`src/rtl/inverse_park_pipe.sv`:
```
//==============================================================================
// Module   : inverse_park_pipe
// Function : Three-stage streaming inverse Park transform (D,Q -> alpha,beta)
//            with round-half-up products, valid/ready flow control and a
//            per-sample channel tag. Define INV_PARK_SAT_EN to clip results
//            and report sat; otherwise results wrap and sat is tied low.
// Revision : 1.0  initial release
//==============================================================================
`default_nettype none

module inverse_park_pipe #(
    parameter int D_WIDTH   = 19,
    parameter int Q_BITS    = 15,
    parameter int TAG_WIDTH = 2
) (
    input  logic                        clk,
    input  logic                        rstb,
    input  logic                        in_valid,
    output logic                        in_ready,
    input  logic [TAG_WIDTH-1:0]        in_tag,
    input  logic signed [D_WIDTH-1:0]   D,
    input  logic signed [D_WIDTH-1:0]   Q,
    input  logic signed [D_WIDTH-1:0]   sin,
    input  logic signed [D_WIDTH-1:0]   cos,
    output logic                        out_valid,
    input  logic                        out_ready,
    output logic [TAG_WIDTH-1:0]        out_tag,
    output logic signed [D_WIDTH-1:0]   alpha,
    output logic signed [D_WIDTH-1:0]   beta,
    output logic                        sat
);

    localparam int c_PROD_W  = 2 * D_WIDTH;
    localparam int c_SUM_W   = 2 * D_WIDTH + 1;
    localparam int c_SHIFT_W = c_SUM_W - Q_BITS;

`ifdef INV_PARK_SAT_EN
    // Keep every bit above the binary point so the clip can see overflow.
    localparam int c_S2_W = c_SHIFT_W;
`else
    // Wrapping only needs the low D_WIDTH bits of the shifted sum.
    localparam int c_S2_W = D_WIDTH;
`endif

    localparam logic signed [c_SUM_W-1:0] c_RND = c_SUM_W'(1) <<< (Q_BITS - 1);

    logic w_en;

    // S1: full-precision products
    logic                         r_s1_valid;
    logic [TAG_WIDTH-1:0]         r_s1_tag;
    logic signed [c_PROD_W-1:0]   r_p_dc;
    logic signed [c_PROD_W-1:0]   r_p_qs;
    logic signed [c_PROD_W-1:0]   r_p_ds;
    logic signed [c_PROD_W-1:0]   r_p_qc;

    // S2: rounded and shifted sums
    logic                         r_s2_valid;
    logic [TAG_WIDTH-1:0]         r_s2_tag;
    logic signed [c_S2_W-1:0]     r_s2_a;
    logic signed [c_S2_W-1:0]     r_s2_b;

    logic signed [c_SUM_W-1:0]    w_ext_dc;
    logic signed [c_SUM_W-1:0]    w_ext_qs;
    logic signed [c_SUM_W-1:0]    w_ext_ds;
    logic signed [c_SUM_W-1:0]    w_ext_qc;

    logic signed [D_WIDTH-1:0]    w_alpha_nxt;
    logic signed [D_WIDTH-1:0]    w_beta_nxt;

    // The whole pipe advances together; nothing moves while the output is stalled.
    assign w_en     = !out_valid || out_ready;
    assign in_ready = w_en;

    always_ff @(posedge clk or negedge rstb) begin
        if (!rstb) begin
            r_s1_valid <= 1'b0;
            r_s1_tag   <= '0;
            r_p_dc     <= '0;
            r_p_qs     <= '0;
            r_p_ds     <= '0;
            r_p_qc     <= '0;
        end else if (w_en) begin
            r_s1_valid <= in_valid;
            r_s1_tag   <= in_tag;
            r_p_dc     <= c_PROD_W'(D) * c_PROD_W'(cos);
            r_p_qs     <= c_PROD_W'(Q) * c_PROD_W'(sin);
            r_p_ds     <= c_PROD_W'(D) * c_PROD_W'(sin);
            r_p_qc     <= c_PROD_W'(Q) * c_PROD_W'(cos);
        end
    end

    assign w_ext_dc = c_SUM_W'(r_p_dc);
    assign w_ext_qs = c_SUM_W'(r_p_qs);
    assign w_ext_ds = c_SUM_W'(r_p_ds);
    assign w_ext_qc = c_SUM_W'(r_p_qc);

    always_ff @(posedge clk or negedge rstb) begin
        if (!rstb) begin
            r_s2_valid <= 1'b0;
            r_s2_tag   <= '0;
            r_s2_a     <= '0;
            r_s2_b     <= '0;
        end else if (w_en) begin
            r_s2_valid <= r_s1_valid;
            r_s2_tag   <= r_s1_tag;
            r_s2_a     <= c_S2_W'((w_ext_dc - w_ext_qs + c_RND) >>> Q_BITS);
            r_s2_b     <= c_S2_W'((w_ext_ds + w_ext_qc + c_RND) >>> Q_BITS);
        end
    end

`ifdef INV_PARK_SAT_EN
    localparam logic signed [D_WIDTH-1:0] c_OUT_MAX = {1'b0, {(D_WIDTH-1){1'b1}}};
    localparam logic signed [D_WIDTH-1:0] c_OUT_MIN = {1'b1, {(D_WIDTH-1){1'b0}}};
    localparam logic signed [c_S2_W-1:0]  c_S2_MAX  = c_S2_W'(c_OUT_MAX);
    localparam logic signed [c_S2_W-1:0]  c_S2_MIN  = c_S2_W'(c_OUT_MIN);

    logic w_clip_a;
    logic w_clip_b;

    always_comb begin
        w_alpha_nxt = D_WIDTH'(r_s2_a);
        w_clip_a    = 1'b0;
        if (r_s2_a > c_S2_MAX) begin
            w_alpha_nxt = c_OUT_MAX;
            w_clip_a    = 1'b1;
        end else if (r_s2_a < c_S2_MIN) begin
            w_alpha_nxt = c_OUT_MIN;
            w_clip_a    = 1'b1;
        end
    end

    always_comb begin
        w_beta_nxt = D_WIDTH'(r_s2_b);
        w_clip_b   = 1'b0;
        if (r_s2_b > c_S2_MAX) begin
            w_beta_nxt = c_OUT_MAX;
            w_clip_b   = 1'b1;
        end else if (r_s2_b < c_S2_MIN) begin
            w_beta_nxt = c_OUT_MIN;
            w_clip_b   = 1'b1;
        end
    end

    always_ff @(posedge clk or negedge rstb) begin
        if (!rstb) begin
            sat <= 1'b0;
        end else if (w_en) begin
            sat <= w_clip_a || w_clip_b;
        end
    end
`else
    assign w_alpha_nxt = r_s2_a;
    assign w_beta_nxt  = r_s2_b;
    assign sat         = 1'b0;
`endif

    // S3: output registers
    always_ff @(posedge clk or negedge rstb) begin
        if (!rstb) begin
            out_valid <= 1'b0;
            out_tag   <= '0;
            alpha     <= '0;
            beta      <= '0;
        end else if (w_en) begin
            out_valid <= r_s2_valid;
            out_tag   <= r_s2_tag;
            alpha     <= w_alpha_nxt;
            beta      <= w_beta_nxt;
        end
    end

endmodule

`default_nettype wire

```
`config.mk`:
```
export PLATFORM = sky130hd
export DESIGN_NAME = inverse_park_pipe
export DESIGN_NICKNAME = d
export VERILOG_FILES = /design/src/rtl/inverse_park_pipe.sv
export SDC_FILE = /design/constraint.sdc
export NUM_CORES = 2
export LEC_CHECK = 0
export CORE_MARGIN = 2
export CORE_UTILIZATION = 66
export DETAILED_ROUTE_END_ITERATION = 8
export PLACE_DENSITY = 0.94
export SYNTH_ARGS = -nofsm -noshare
export SYNTH_HDL_FRONTEND = slang
export SYNTH_SLANG_ARGS = --single-unit
```
`constraint.sdc`:
```
create_clock -name clk -period 4.4 [get_ports clk]
set_clock_uncertainty 0.05 [all_clocks]
set_input_delay 0.88 -clock clk [delete_from_list [all_inputs] [get_ports clk]]
set_output_delay 0.88 -clock clk [all_outputs]
set_load 0.01 [all_outputs]
```
==> results of run 1 <==
==> per-stage QoR <==
stage	cell area, um2	hold slack (ns)
CTS	77500	0.247
global placement	69900	0.393
detailed placement	69900	0.405
floorplan	63200	0.380
==> routing by layer <==
metal | GRT usage | GRT overflow
met1 | 0.881 | 164
met2 | 1.00 | 881
met3 | 0.875 | 170
met4 | 0.948 | 551
met5 | 0.818 | 28
==> timing repair <==
item,4_1_cts
buffers inserted,305
pin swaps,589
cloned,20
gates resized for setup,1251
setup endpoints to repair,119
==> cells by family after synthesis <==
logic type	after synthesis	synth area share
XOR/XNOR	213	0.0308
buffers and inverters	1764	0.109
multiplexers	2	0.000372
other	1	0.0000619
AND/OR/NAND/NOR	2024	0.163
flip-flops	221	0.0913
AO/OA/AOI/OAI	478	0.0494
adder cells (fa/ha/maj)	1886	0.556
==> key figures, run 1 <==
Run status
  – Status: aborted with a tool error
  – Failed at: global routing (5_1_grt)
  – Stop Error: [ERROR GRT-0116] Global routing finished with congestion. Check the congestion regions in the DRC Viewer.

Global routing
  – Vias in the first global route: 84800
  – Total GRT Usage: 0.922
  – Largest net degree at the start of global routing: 225
  – Global route total overflow: 1794
  – First-pass GRT wire length: 633 mm

Place
  – I/O Buffers: 123
  – Dpl ws: -3.78 ns
  – Placer Congestion: 1.09
  – Dpl cells: 8280
  – Hpwl dp: 169 mm

Yosys
  – Yosys warning count: 0
  – Synth Register Bits: 221
  – Area contributors post-synth: fa_1, ha_1, dfrtp_1
  – Post-synth top area share: 0.444
  – Post-Syn Nets: 8557
  – Synth async-reset ratio: 1.00
  – Post-Syn Area: 0.0606 mm2
  – Synth Area per Inst: 9.19 um2
  – Distinct cell type count after synthesis: 64
  – Most frequent cell after synthesis: inv_1
  – Sequential area share after synthesis: 0.0913
  – Ys flop type: dfrtp_1
  – Post-synth EDFFs: 0
  – Syn Inst Count: 6589
  – Post-synth top cells: inv_1, fa_1, nand2_1
  – Post-synth top area cell: fa_1

CTS
  – CTS H-tree lvls: 1
  – CTS buffer count: 26
  – Clock buffer depth: 3
  – Root buffer cell: clkbuf_16
  – Hold-fix buffers at CTS: 0
  – CTS Sinks: 221

Floorplanning
  – Die Y: 307 um
  – # rows: 111
  – Initial core utilization: 0.664
  – I/O pin total: 125
  – Die Wd: 307 um
==> inputs of run 2 (changes only) <==
--- a/config.mk
+++ b/config.mk
@@ -6,9 +6,9 @@
 export NUM_CORES = 2
 export LEC_CHECK = 0
 export CORE_MARGIN = 2
-export CORE_UTILIZATION = 66
+export CORE_UTILIZATION = 40
 export DETAILED_ROUTE_END_ITERATION = 8
-export PLACE_DENSITY = 0.94
+export PLACE_DENSITY_LB_ADDON = 0.15
 export SYNTH_ARGS = -nofsm -noshare
 export SYNTH_HDL_FRONTEND = slang
 export SYNTH_SLANG_ARGS = --single-unit
==> run 2 against run 1 <==
The flow now finishes, with violations (setup timing). Synthesized cell count stayed put. Synthesized area stayed put.
==> key figures, run 2 <==
Run status
  – Status: finished, violations left
  – Failing checks: setup timing

Yosys
  – Synth Register Bits: 221 (unchanged)
  – Yosys warning count: 0 (unchanged)
  – Area contributors post-synth: fa_1, ha_1, dfrtp_1
  – Distinct cell type count after synthesis: 64 (unchanged)
  – Sequential area share after synthesis: 0.0913 (unchanged)
  – Post-synth EDFFs: 0 (unchanged)
  – Post-synth top cells: inv_1, fa_1, nand2_1
  – Ys flop type: dfrtp_1
  – Post-synth top area cell: fa_1
  – Synth async-reset ratio: 1.00 (unchanged)
  – Post-synth top area share: 0.444 (unchanged)
  – Post-Syn Area: 0.0606 mm2 (unchanged)
  – Post-Syn Nets: 8557 (unchanged)
  – Synth Area per Inst: 9.19 um2 (unchanged)
  – Syn Inst Count: 6589 (unchanged)
  – Most frequent cell after synthesis: inv_1

Timing
  – Pins Over Slew Limit: 0
  – Fmax: 145 MHz
  – Final setup margin: -2.50 ns
  – Min Tclk post-route: 6.90 ns
  – Worst-margin pin slew: 0.847 ns
  – Final Cycle Share: 1.57
  – RSZ-0062 raised after global routing: true
  – Slew headroom: 0.435
  – Fin. Hold Viols: 0
  – Final setup violation count: 113
  – TNS Setup: -186.48 ns

Drt
  – Antenna-violating nets left: 0
  – Total wire length: 198 mm
  – Vias per inst: 4.92
  – Drt initial violations: 2545
  – Drt wl/cell: 20.8 um
  – Drt pass-1 iters: 6
  – Via count: 46700
  – DRC viols: 0

Global routing
  – First-pass GRT wire length: 304 mm
  – Initial antenna violation count: 11
  – Largest net degree at the start of global routing: 150
  – Vias in the first global route: 49900
  – Global route total overflow: 0
  – Total GRT Usage: 0.262

CTS
  – CTS tree: yes
  – Hold-fix buffers at CTS: 0 (unchanged)
  – Root buffer cell: clkbuf_16
  – CTS H-tree lvls: 1 (unchanged)
  – Worst-Skew Late Latency: 0.62 ns
  – Clock buffer depth: 3 (unchanged)
  – CTS buffer count: 29 (+12%)
  – CTS Sinks: 221 (unchanged)
  – Clock slew at reported path FFs: 0.06 ns

Worst setup path
  – Critical path launch point type: input pin
  – Slowest CP cell: fa_2
  – Worst path required time: 4.79 ns
  – Class of the most critical setup path: in2reg
  – Critical Path End Type: register
  – CP max stage delay: 0.60 ns
  – R2R Setup Slk: 0.47 ns
  – Crit-path cells: buf_6, buf_12, and2_4, fa_1, fa_1, inv_1, fa_1, inv_2, fa_1, fa_1, fa_1, fa_2, ha_4, a211o_1, a2111o_1, a21oi_4, o31ai_4, a21o_1, o41ai_4, o2111ai_2, a21oi_2, xnor2_1, a21oi_1
  – Critical path fanouts, max: 7
  – WP data arrival: 7.29 ns
  – Crit-path most repeated cell: fa_1

Floorplanning
  – Core ar.: 0.150 mm2
  – # rows: 142 (+28%)
  – DIE AREA: 0.155 mm2
  – Initial core utilization: 0.404 (-0.260)
  – I/O pin total: 125 (unchanged)
  – Die Y: 393 um (+28%)
  – Die Wd: 393 um (+28%)

Cells and area
  – Number of nets in the layout: 9422
  – Most common cell after layout, fill and taps aside: inv_1
  – Post-route cell area: 0.0798 mm2
  – Most frequent cells in the layout: inv_1, fa_1, nand2_1
  – Cell Count, Final, Fillers Out: 9494
  – Ratio of cells with drive above 1 in the final layout: 0.268
  – Number of fill cells: 13600
  – P&R area growth vs syn: 31.8%

Place
  – Post-DP Area: 0.0713 mm2 (+2.1%)
  – Dpl cells: 9145 (+10%)
  – Hpwl dp: 156 mm (-7.9%)
  – I/O Buffers: 123 (unchanged)
  – Dpl ws: -3.74 ns (+0.0358 ns)
  – Placer Congestion: 0.986 (-9.4%)

Hold path
  – HP Class: in2async

Job
  – Max_cap viols: 0
run 2: stage by stage:
stage / hold slack [ns] / utilization
3_3_place_gp: 0.395 / 0.475
5_1_grt: 0.335 / 0.532
3_5_place_dp: 0.405 / 0.475
2_1_floorplan: 0.380 / -
4_1_cts: 0.314 / 0.521
6_report: 0.277 / 0.532
run 2: kinds of logic (layout without fill, tap and decap cells):
logic type / Yosys count / count (layout) / synth area share
AO/OA/AOI/OAI: 478 / 478 / 0.0494
AND/OR/NAND/NOR: 2024 / 2024 / 0.163
buffers and inverters: 1764 / 2649 / 0.109
multiplexers: 2 / 2 / 0.000372
other: 1 / 5 / 0.0000619
adder cells (fa/ha/maj): 1886 / 1886 / 0.556
XOR/XNOR: 213 / 213 / 0.0308
flip-flops: 221 / 221 / 0.0913
run 2: path summary, 6_finish.rpt:
check | from | endpoint | cells after the start
hold / removal | rstb | r_s2_tag[1] | 1
max in group asynchronous | rstb | r_s2_a[3] | 2
setup / recovery | sin[3] | r_p_ds[33] | 23
hold reg to reg | beta[3] | beta[3] | 2
min in group clk | beta[3] | beta[3] | 2
setup reg to reg | r_p_ds[10] | r_s2_b[18] | 12
run 2: metal layers:
layer	part of all wire	track usage
met4	0.044	0.0888
met5	0.00018	0
met1	0.43	0.365
met2	0.47	0.428
met3	0.050	0.0278
run 2: final cells by class:
class | instances | area, um2 | area share
clock inverters | 10 | 82.6 | 0.00103
repair buffers | 1179 | 12600 | 0.158
clock buffers | 41 | 811 | 0.0102
well taps | 2016 | 2520 | 0.0316
inverters | 1419 | 5340 | 0.0669
multi-input cells | 4604 | 52900 | 0.663
flip-flops and latches | 221 | 5530 | 0.0693
diodes | 4 | 10.0 | 0.000125
run 2: what timing repair did:
| action | in CTS | in global routing |
|---|---|---|
| endpoints found under the hold margin | 0 | 0 |
| gates resized for setup | 1102 | 341 |
| setup buffers | 234 | 74 |
| cloned | 36 | 3 |
| endpoints found under the setup margin | 117 | 115 |
| pin swaps | 522 | 332 |
run 2: critical path: cells and delay by family:
family / cells / cell delay, ns
xor gates and xnor gates: 1 / 0.12
AOI/OAI and AO/OA: 9 / 1.90
buffers and inverters: 4 / 0.33
adders and majority gates: 8 / 3.89
and+or+nand+nor: 1 / 0.15
Power of run 2 is left out: the tool's default activity adds up to more than one toggle a clock period on the data nets, which glitch-free logic cannot reach.
